--- src/rtl/fetch_stage_if.sv ---
// Signal bundle between the fetch stage and its environment: instruction
// memory port, hazard/redirect controls and the FD latch outputs.
interface fetch_stage_if;
  logic        ihit;
  logic [31:0] imemload;
  logic        stall;
  logic        redirect_en;
  logic [31:0] redirect_pc;
  logic        halt;
  logic        imemREN;
  logic [31:0] imemaddr;
  logic [31:0] fd_instr;
  logic [31:0] fd_pc_plus_4;
  logic        fd_valid;

  modport master (
    output ihit, imemload, stall, redirect_en, redirect_pc, halt,
    input  imemREN, imemaddr, fd_instr, fd_pc_plus_4, fd_valid
  );

  modport slave (
    input  ihit, imemload, stall, redirect_en, redirect_pc, halt,
    output imemREN, imemaddr, fd_instr, fd_pc_plus_4, fd_valid
  );
endinterface

--- src/rtl/fetch_stage.sv ---
// Pipeline fetch stage: PC register, FD latch and a one-entry skid buffer that
// catches a word returned while decode is stalled.
module fetch_stage #(
  parameter logic [31:0] PC_INIT = 32'h0000_0000
) (
  input  logic          CLK,
  input  logic          nRST,
  fetch_stage_if.slave  fs
);

  typedef enum logic [1:0] {FETCH, HOLD, HALTED} state_t;

  state_t      state_reg, state_next;
  logic [31:0] pc_reg, pc_next;
  logic [31:0] fd_instr_reg, fd_instr_next;
  logic [31:0] fd_pc_plus_4_reg, fd_pc_plus_4_next;
  logic        fd_valid_reg, fd_valid_next;
  logic [31:0] skid_instr_reg, skid_instr_next;
  logic [31:0] skid_pc_plus_4_reg, skid_pc_plus_4_next;
  logic [31:0] pc_plus_4;

  // Word alignment is enforced at every PC load so PC[1:0] stays zero.
  localparam logic [31:0] PC_RESET = PC_INIT & 32'hFFFF_FFFC;

  assign pc_plus_4 = pc_reg + 32'd4;

  always_ff @(posedge CLK) begin
    if (!nRST) begin
      state_reg          <= FETCH;
      pc_reg             <= PC_RESET;
      fd_instr_reg       <= '0;
      fd_pc_plus_4_reg   <= '0;
      fd_valid_reg       <= 1'b0;
      skid_instr_reg     <= '0;
      skid_pc_plus_4_reg <= '0;
    end else begin
      state_reg          <= state_next;
      pc_reg             <= pc_next;
      fd_instr_reg       <= fd_instr_next;
      fd_pc_plus_4_reg   <= fd_pc_plus_4_next;
      fd_valid_reg       <= fd_valid_next;
      skid_instr_reg     <= skid_instr_next;
      skid_pc_plus_4_reg <= skid_pc_plus_4_next;
    end
  end

  always_comb begin
    state_next          = state_reg;
    pc_next             = pc_reg;
    fd_instr_next       = fd_instr_reg;
    fd_pc_plus_4_next   = fd_pc_plus_4_reg;
    fd_valid_next       = fd_valid_reg;
    skid_instr_next     = skid_instr_reg;
    skid_pc_plus_4_next = skid_pc_plus_4_reg;

    if (state_reg != HALTED && fs.redirect_en) begin
      // Wrong-path fetch: the skid word is simply abandoned by leaving HOLD.
      state_next    = FETCH;
      pc_next       = fs.redirect_pc & 32'hFFFF_FFFC;
      fd_valid_next = 1'b0;
    end else if (state_reg != HALTED && fs.halt) begin
      state_next    = HALTED;
      fd_valid_next = 1'b0;
    end else begin
      case (state_reg)
        FETCH: begin
          if (fs.ihit && fs.stall) begin
            skid_instr_next     = fs.imemload;
            skid_pc_plus_4_next = pc_plus_4;
            pc_next             = pc_plus_4;
            state_next          = HOLD;
          end else if (fs.ihit) begin
            fd_instr_next     = fs.imemload;
            fd_pc_plus_4_next = pc_plus_4;
            fd_valid_next     = 1'b1;
            pc_next           = pc_plus_4;
          end else if (!fs.stall) begin
            fd_valid_next = 1'b0;
          end
        end
        HOLD: begin
          if (!fs.stall) begin
            fd_instr_next     = skid_instr_reg;
            fd_pc_plus_4_next = skid_pc_plus_4_reg;
            fd_valid_next     = 1'b1;
            state_next        = FETCH;
          end
        end
        default: ;
      endcase
    end
  end

  assign fs.imemREN      = (state_reg == FETCH);
  assign fs.imemaddr     = pc_reg;
  assign fs.fd_instr     = fd_instr_reg;
  assign fs.fd_pc_plus_4 = fd_pc_plus_4_reg;
  assign fs.fd_valid     = fd_valid_reg;

endmodule
--- src/flat_wrapper.sv ---
// flat-port wrapper written by rule: the top's interface ports become plain ports
module fetch_stage_flat 
#(
  parameter logic [31:0] PC_INIT = 32'h0000_0000
)
  (CLK, nRST, fs_ihit, fs_imemload, fs_stall, fs_redirect_en, fs_redirect_pc, fs_halt, fs_imemREN, fs_imemaddr, fs_fd_instr, fs_fd_pc_plus_4, fs_fd_valid);
  fetch_stage_if fs_i ();
  input  logic CLK;
  input  logic nRST;
  input wire logic [$bits(fs_i.ihit)-1:0] fs_ihit;
  input wire logic [$bits(fs_i.imemload)-1:0] fs_imemload;
  input wire logic [$bits(fs_i.stall)-1:0] fs_stall;
  input wire logic [$bits(fs_i.redirect_en)-1:0] fs_redirect_en;
  input wire logic [$bits(fs_i.redirect_pc)-1:0] fs_redirect_pc;
  input wire logic [$bits(fs_i.halt)-1:0] fs_halt;
  output wire logic [$bits(fs_i.imemREN)-1:0] fs_imemREN;
  output wire logic [$bits(fs_i.imemaddr)-1:0] fs_imemaddr;
  output wire logic [$bits(fs_i.fd_instr)-1:0] fs_fd_instr;
  output wire logic [$bits(fs_i.fd_pc_plus_4)-1:0] fs_fd_pc_plus_4;
  output wire logic [$bits(fs_i.fd_valid)-1:0] fs_fd_valid;
  assign fs_i.ihit = fs_ihit;
  assign fs_i.imemload = fs_imemload;
  assign fs_i.stall = fs_stall;
  assign fs_i.redirect_en = fs_redirect_en;
  assign fs_i.redirect_pc = fs_redirect_pc;
  assign fs_i.halt = fs_halt;
  assign fs_imemREN = fs_i.imemREN;
  assign fs_imemaddr = fs_i.imemaddr;
  assign fs_fd_instr = fs_i.fd_instr;
  assign fs_fd_pc_plus_4 = fs_i.fd_pc_plus_4;
  assign fs_fd_valid = fs_i.fd_valid;
  fetch_stage #(.PC_INIT(PC_INIT)) u_core (.CLK(CLK), .nRST(nRST), .fs(fs_i));
endmodule
--- config.mk ---
export PLATFORM = sky130hd
export DESIGN_NAME = fetch_stage_flat
export DESIGN_NICKNAME = d
export VERILOG_FILES = /design/src/rtl/fetch_stage_if.sv /design/src/rtl/fetch_stage.sv /design/src/flat_wrapper.sv
export SDC_FILE = /design/constraint.sdc
export NUM_CORES = 1
export LEC_CHECK = 0
export CAP_MARGIN = 20
export CORE_MARGIN = 2
export CORE_UTILIZATION = 53
export CTS_CLUSTER_SIZE = 14
export DETAILED_ROUTE_END_ITERATION = 10
export PLACE_DENSITY = 0.85
export SYNTH_ARGS = -nofsm -noshare
export SYNTH_HDL_FRONTEND = slang
export SYNTH_SLANG_ARGS = --single-unit
--- constraint.sdc ---
create_clock -name CLK -period 5.4 [get_ports CLK]
set_input_delay 1.08 -clock CLK [delete_from_list [all_inputs] [get_ports CLK]]
set_output_delay 1.08 -clock CLK [all_outputs]
set_load 0.05 [all_outputs]
Yosys cells after proc, flatten, opt, wreduce, memory -nomap -nowiden

Cells that the tools add are included.

Output and inout bits: 98
Bits in registers: 163
Input port bits: 70
Logic and storage cells: 62

Eq/ne operators: 10
Mux-type cells: 21
$add $sub $neg: 1
Reduce and logical (&&, ||, !) cells: 18
Bitwise logic cells: 3

Operators with widths:

| kind                    | number |
|---|---|
| $mux W32                | 10 |
| $pmux W32 S2            | 2 |
| $add A32 B3 Y32 const B | 1 |
| $reduce_and A3 Y1       | 4 |
| $ne A2 B2 Y1 const B    | 4 |
| $reduce_and A4 Y1       | 2 |
| $mux W2                 | 3 |
| $reduce_and A6 Y1       | 1 |
| $reduce_bool A2 Y1      | 3 |
| $reduce_bool A3 Y1      | 2 |
| $mux W1                 | 4 |
| $ne A2 B1 Y1 const B    | 2 |
| $pmux W2 S2             | 1 |
| $logic_and A1 B1 Y1     | 3 |
| $ne A3 B1 Y1 const B    | 1 |
| $ne A3 B2 Y1 const B    | 1 |
| $ne A3 B3 Y1 const B    | 1 |
| $not A1 Y1              | 3 |
| $reduce_or A3 Y1        | 1 |
| $eq A2 B1 Y1 const B    | 1 |
| $logic_not A2 Y1        | 1 |
| $pmux W1 S2             | 1 |
| $reduce_or A2 Y1        | 1 |

Longest topological paths before layout

Depth in word-level cells: 6
Mapped depth: 8
Mapped depth without buffers: 6

Least setup slack after synthesis

No wires, ideal clock.

Path kind: input port to flip-flop
Start: input port fs_redirect_en
End: register u_core.fd_instr_reg[22], in the netlist u_core.fs.fd_instr[22]
Arrival: 2328 ps
Data required time: 5258 ps
Path slack: 2930 ps
Cell stages on the path: 6
Buffers on the path: 3
Cell sequence: nor4_1 o21a_1 clkbuf_1 buf_2 buf_1 a311oi_1

Longest elaborated chain between the ends: 3

Ends and longest elaborated chain:

| what                               | RTL line           | source |
|---|---|---|
| start: declaration                 | flat_wrapper.sv:13 | `input wire logic [$bits(fs_i.redirect_en)-1:0] fs_redirect_en;` |
| $logic_and A1 B1 Y1                | fetch_stage.sv:56  | `if (state_reg != HALTED && fs.redirect_en) begin` |
| $not A1 Y1 (no source line)        | n/a                |  |
| $reduce_and A6 Y1 (no source line) | n/a                |  |
| end signal: assignment             | fetch_stage.sv:39  | `fd_instr_reg <= fd_instr_next;` |
| end: declaration                   | fetch_stage.sv:15  | `logic [31:0] fd_instr_reg, fd_instr_next;` |

Every way passes these cells.
A chain may end at the register's enable or synchronous reset.

Worst setup path after layout

Start: input port fs_redirect_en
End: register u_core.fd_pc_plus_4_reg[10], in the netlist u_core.fs.fd_pc_plus_4[10]

Longest elaborated chain between the ends: 3

Ends and longest elaborated chain:

| what                               | RTL line          | source |
|---|---|---|
| $logic_and A1 B1 Y1                | fetch_stage.sv:56 |  |
| $not A1 Y1 (no source line)        | n/a               |  |
| $reduce_and A6 Y1 (no source line) | n/a               |  |
| end signal: assignment             | fetch_stage.sv:40 | `fd_pc_plus_4_reg <= fd_pc_plus_4_next;` |
| end: declaration                   | fetch_stage.sv:16 | `logic [31:0] fd_pc_plus_4_reg, fd_pc_plus_4_next;` |

Every way passes these cells.

==> metrics <==
I/O pins=168; Chip Width=117 um; IR drop worst, VDD=0.000169 V; synthesized instance count=850; post-DR vias/cell=5.86; final routed wire length divided by cell count=16.7 um; relative slew slack=0.272; Max Cap Viol=0; number of placement rows=41; clock tree from TritonCTS=built; CTS Root Cell=clkbuf_16; antenna violations before repair=0; cell internal pwr=0.00199 W; Final Critical Period=3.22 ns; filler cell count=979; number of buffers inserted to repair setup after CTS=0; met1 demand-to-capacity share in global routing=0.397; Inserted Diodes=0; share of the yosys chip area belonging to registers=0.463; Seq. cell area=3140 sq um; Max Fclk=311 MHz; Clock Tree Buf Depth=2; antenna viol nets, final=0; hold buffer count at cts=0; remaining global-route overflow=0; unrepaired setup endpoints after global routing=no; share of final-layout standard cells stronger than drive strength 1=0.0532; worst-skew pair later-pin latency=0.42 ns; Warnings, synthesis=0; number of DRC markers after the initial detailed-route iteration=867; number of clock sinks=157; Total Wirelength=19.2 mm; Distinct cells, synth=52; pin count of the biggest net entering global routing=97; number of synthesized register bits=157; net switching share of the total power=0.265; area of the die=13700 sq um; path class of the lowest-slack min-delay path=flip-flop to flip-flop; # H-tree levels=4; vias in the first global route=5909; Crit. End Element=flip-flop; total negative slack for setup checks=0 ns; highest fanout seen on the critical path=42; fin worst setup slack=2.18 ns; grt peak-use layer=met2; final layout net count=1037; vias after detailed routing=6740; number of pins exceeding their max-slew limit in the final report=0; count of input and output buffers=161; worst setup path start=fs_redirect_en; WS Path Type=primary input to flip-flop; Hold Vio Cnt, Final=0; Critical Path Sink=u_core.fs.fd_pc_plus_4[10]; number of enable flip-flop cells after synthesis=0; Post-Place Cell Area=8430 sq um; leakage power of the design=3.04 nW; met2 track utilization from global routing=0.413; worst slack after detailed placement=1.76 ns; share of flip-flops with an asynchronous set or reset=0; detailed placer's ending HPWL=12.2 mm; area delta synth->final=31.9%; launching element type of the critical path=primary input; dominant synthesized flop cell=dfxtp_1; data arrival time at the worst-slack endpoint=3.58 ns; actual transition at the worst max-transition pin=1.09 ns; number of setup violations in the final report=0; result of the run=finished clean; Reg-to-Reg End=u_core.fs.fd_pc_plus_4[28]; post-route worst hold slack=0.456 ns; area of the core=12600 sq um; overall die height=117 um; Logic pwr share=0.136; worst clock skew=0.00494 ns; Psw=0.000719 W; Routability Congestion=0.836; total DRC errors in the routed layout=0; worst reg-to-reg path cell count=6; data required time of the worst path=5.76 ns; sequential cell fraction of total power=0.457; count of instances resized after the clock tree is built=0; synthesized area=6800 sq um; portion of the clock cycle consumed by the worst path in the final layout=0.596; wire length of the first global-routing pass=30.2 mm; clock-pin slew on the worst setup and hold paths=0.06 ns; area of combinational cells with multiple inputs=3330 sq um; router iterations before antenna repair=6; Initial Util=0.541; share of total power in the clock network=0.407; worst r2r src=u_core.fs.imemaddr[2]; Pwr Density=302 nW/um^2; syn_area_per_cell=7.99 sq um; met3 track utilization from global routing=0.0680; overall fraction of global-route tracks in use=0.280; number of buffers inserted during clock tree synthesis=17; Layout Cell Area excl Fill=8960 sq um; worst reg2reg setup slack=2.81 ns; final core area utilization=0.713
worst min-delay path by stage:
| stage | end | startpoint | cells after the start | slack [ns] |
|---|---|---|---|---|
| final | u_core.skid_instr_reg[17] | u_core.skid_instr_reg[17] | 2 | 0.46 |
| after global placement | u_core.fs.fd_pc_plus_4[4] | u_core.fs.fd_pc_plus_4[4] | 2 | 0.44 |
| after CTS | u_core.skid_instr_reg[23] | u_core.skid_instr_reg[23] | 2 | 0.46 |
| after floorplan | u_core.skid_instr_reg[0] | u_core.skid_instr_reg[0] | 2 | 0.44 |
| after global routing | u_core.skid_instr_reg[1] | u_core.skid_instr_reg[1] | 2 | 0.47 |
| after detailed placement | u_core.skid_instr_reg[23] | u_core.skid_instr_reg[23] | 2 | 0.45 |
per-stage QoR:
stage,std cells,total power [W]
2_1_floorplan,853,0.00148
3_3_place_gp,1119,0.00162
3_5_place_dp,1119,0.00162
4_1_cts,1150,0.00272
5_1_grt,1150,0.00280
6_report,1150,0.00271
kinds of logic after synthesis:
logic type,after synthesis,synth area share
compound gates,216,0.211
xor+xnor,22,0.0284
fa+ha+maj,1,0.00184
buf+inv,85,0.0521
flops,157,0.463
mux,4,0.00589
other cells,1,0.000552
simple gates,364,0.238
cell usage in the layout, fill, tap and decap left out, types with 9 or more instances in the layout:
cell / instances
xnor2_1: 10
o21ai_0: 38
nand2_1: 161
clkdlybuf4s50_1: 161
a222oi_1: 9
nor2_1: 91
a21oi_1: 60
buf_4: 11
nand4_1: 11
a31oi_1: 14
xor2_1: 12
clkbuf_16: 17
dfxtp_1: 157
nand3_1: 45
a311oi_1: 35
nor3_1: 13
o221ai_1: 11
a22oi_1: 11
per-layer routing:
metal | share of wire | vias up
li1 | - | 3265
met4 | 0.018 | 0
met1 | 0.43 | 3135
met2 | 0.46 | 311
met3 | 0.092 | 29
met5 | 0 | -
power by group through the flow:
stage | clock network [W] | registers, W | logic (W)
final | 0.00110 | 0.00124 | 0.000367
after detailed placement | 0 | 0.00126 | 0.000363
after global placement | 0 | 0.00126 | 0.000359
after floorplan | 0 | 0.00134 | 0.000141
after CTS | 0.00111 | 0.00124 | 0.000366
after global routing | 0.00117 | 0.00124 | 0.000391
cell usage after synthesis, drive strengths merged, types with 2 or more instances:
| cell | instances | area share |
|---|---|---|
| or3 | 8 | 0.0074 |
| and4 | 4 | 0.0052 |
| xnor2 | 10 | 0.013 |
| a221oi | 2 | 0.0026 |
| nor3 | 13 | 0.0096 |
| nand3 | 45 | 0.033 |
| a31o | 2 | 0.0026 |
| o211ai | 4 | 0.0044 |
| a311oi | 35 | 0.045 |
| nand2 | 161 | 0.089 |
| nand4 | 13 | 0.014 |
| a211oi | 8 | 0.0088 |
| a21oi | 60 | 0.044 |
| buf | 23 | 0.018 |
| inv | 6 | 0.0033 |
| and3 | 5 | 0.0046 |
| or4 | 3 | 0.0033 |
| and2 | 7 | 0.0064 |
| a222oi | 9 | 0.013 |
| mux2i | 4 | 0.0059 |
| a31oi | 14 | 0.013 |
| o21ai | 40 | 0.029 |
| nand2b | 3 | 0.0028 |
| clkbuf | 56 | 0.031 |
| o22ai | 8 | 0.0074 |
| a22oi | 11 | 0.012 |
| nor2 | 93 | 0.052 |
| xor2 | 12 | 0.015 |
| o21a | 4 | 0.0044 |
| nor4 | 6 | 0.0064 |
| o221ai | 11 | 0.014 |
| dfxtp | 157 | 0.46 |
worst max-delay path: stages:
cell	delay (ns)
clkdlybuf4s50_1	0.52
nor4_1	0.44
o21a_2	0.81
nand2_1	0.23
a211oi_1	0.33
a31o_2	0.16
cell type report:
type | count | area share
Clock buffer | 24 | 0.0526
Clock inverter | 7 | 0.00726
Inverter | 6 | 0.00265
Multi-Input combinational cell | 611 | 0.371
Sequential cell | 157 | 0.351
Tap cell | 172 | 0.0240
Timing Repair Buffer | 173 | 0.191
Note: power is estimated with default switching activity, not from simulation.
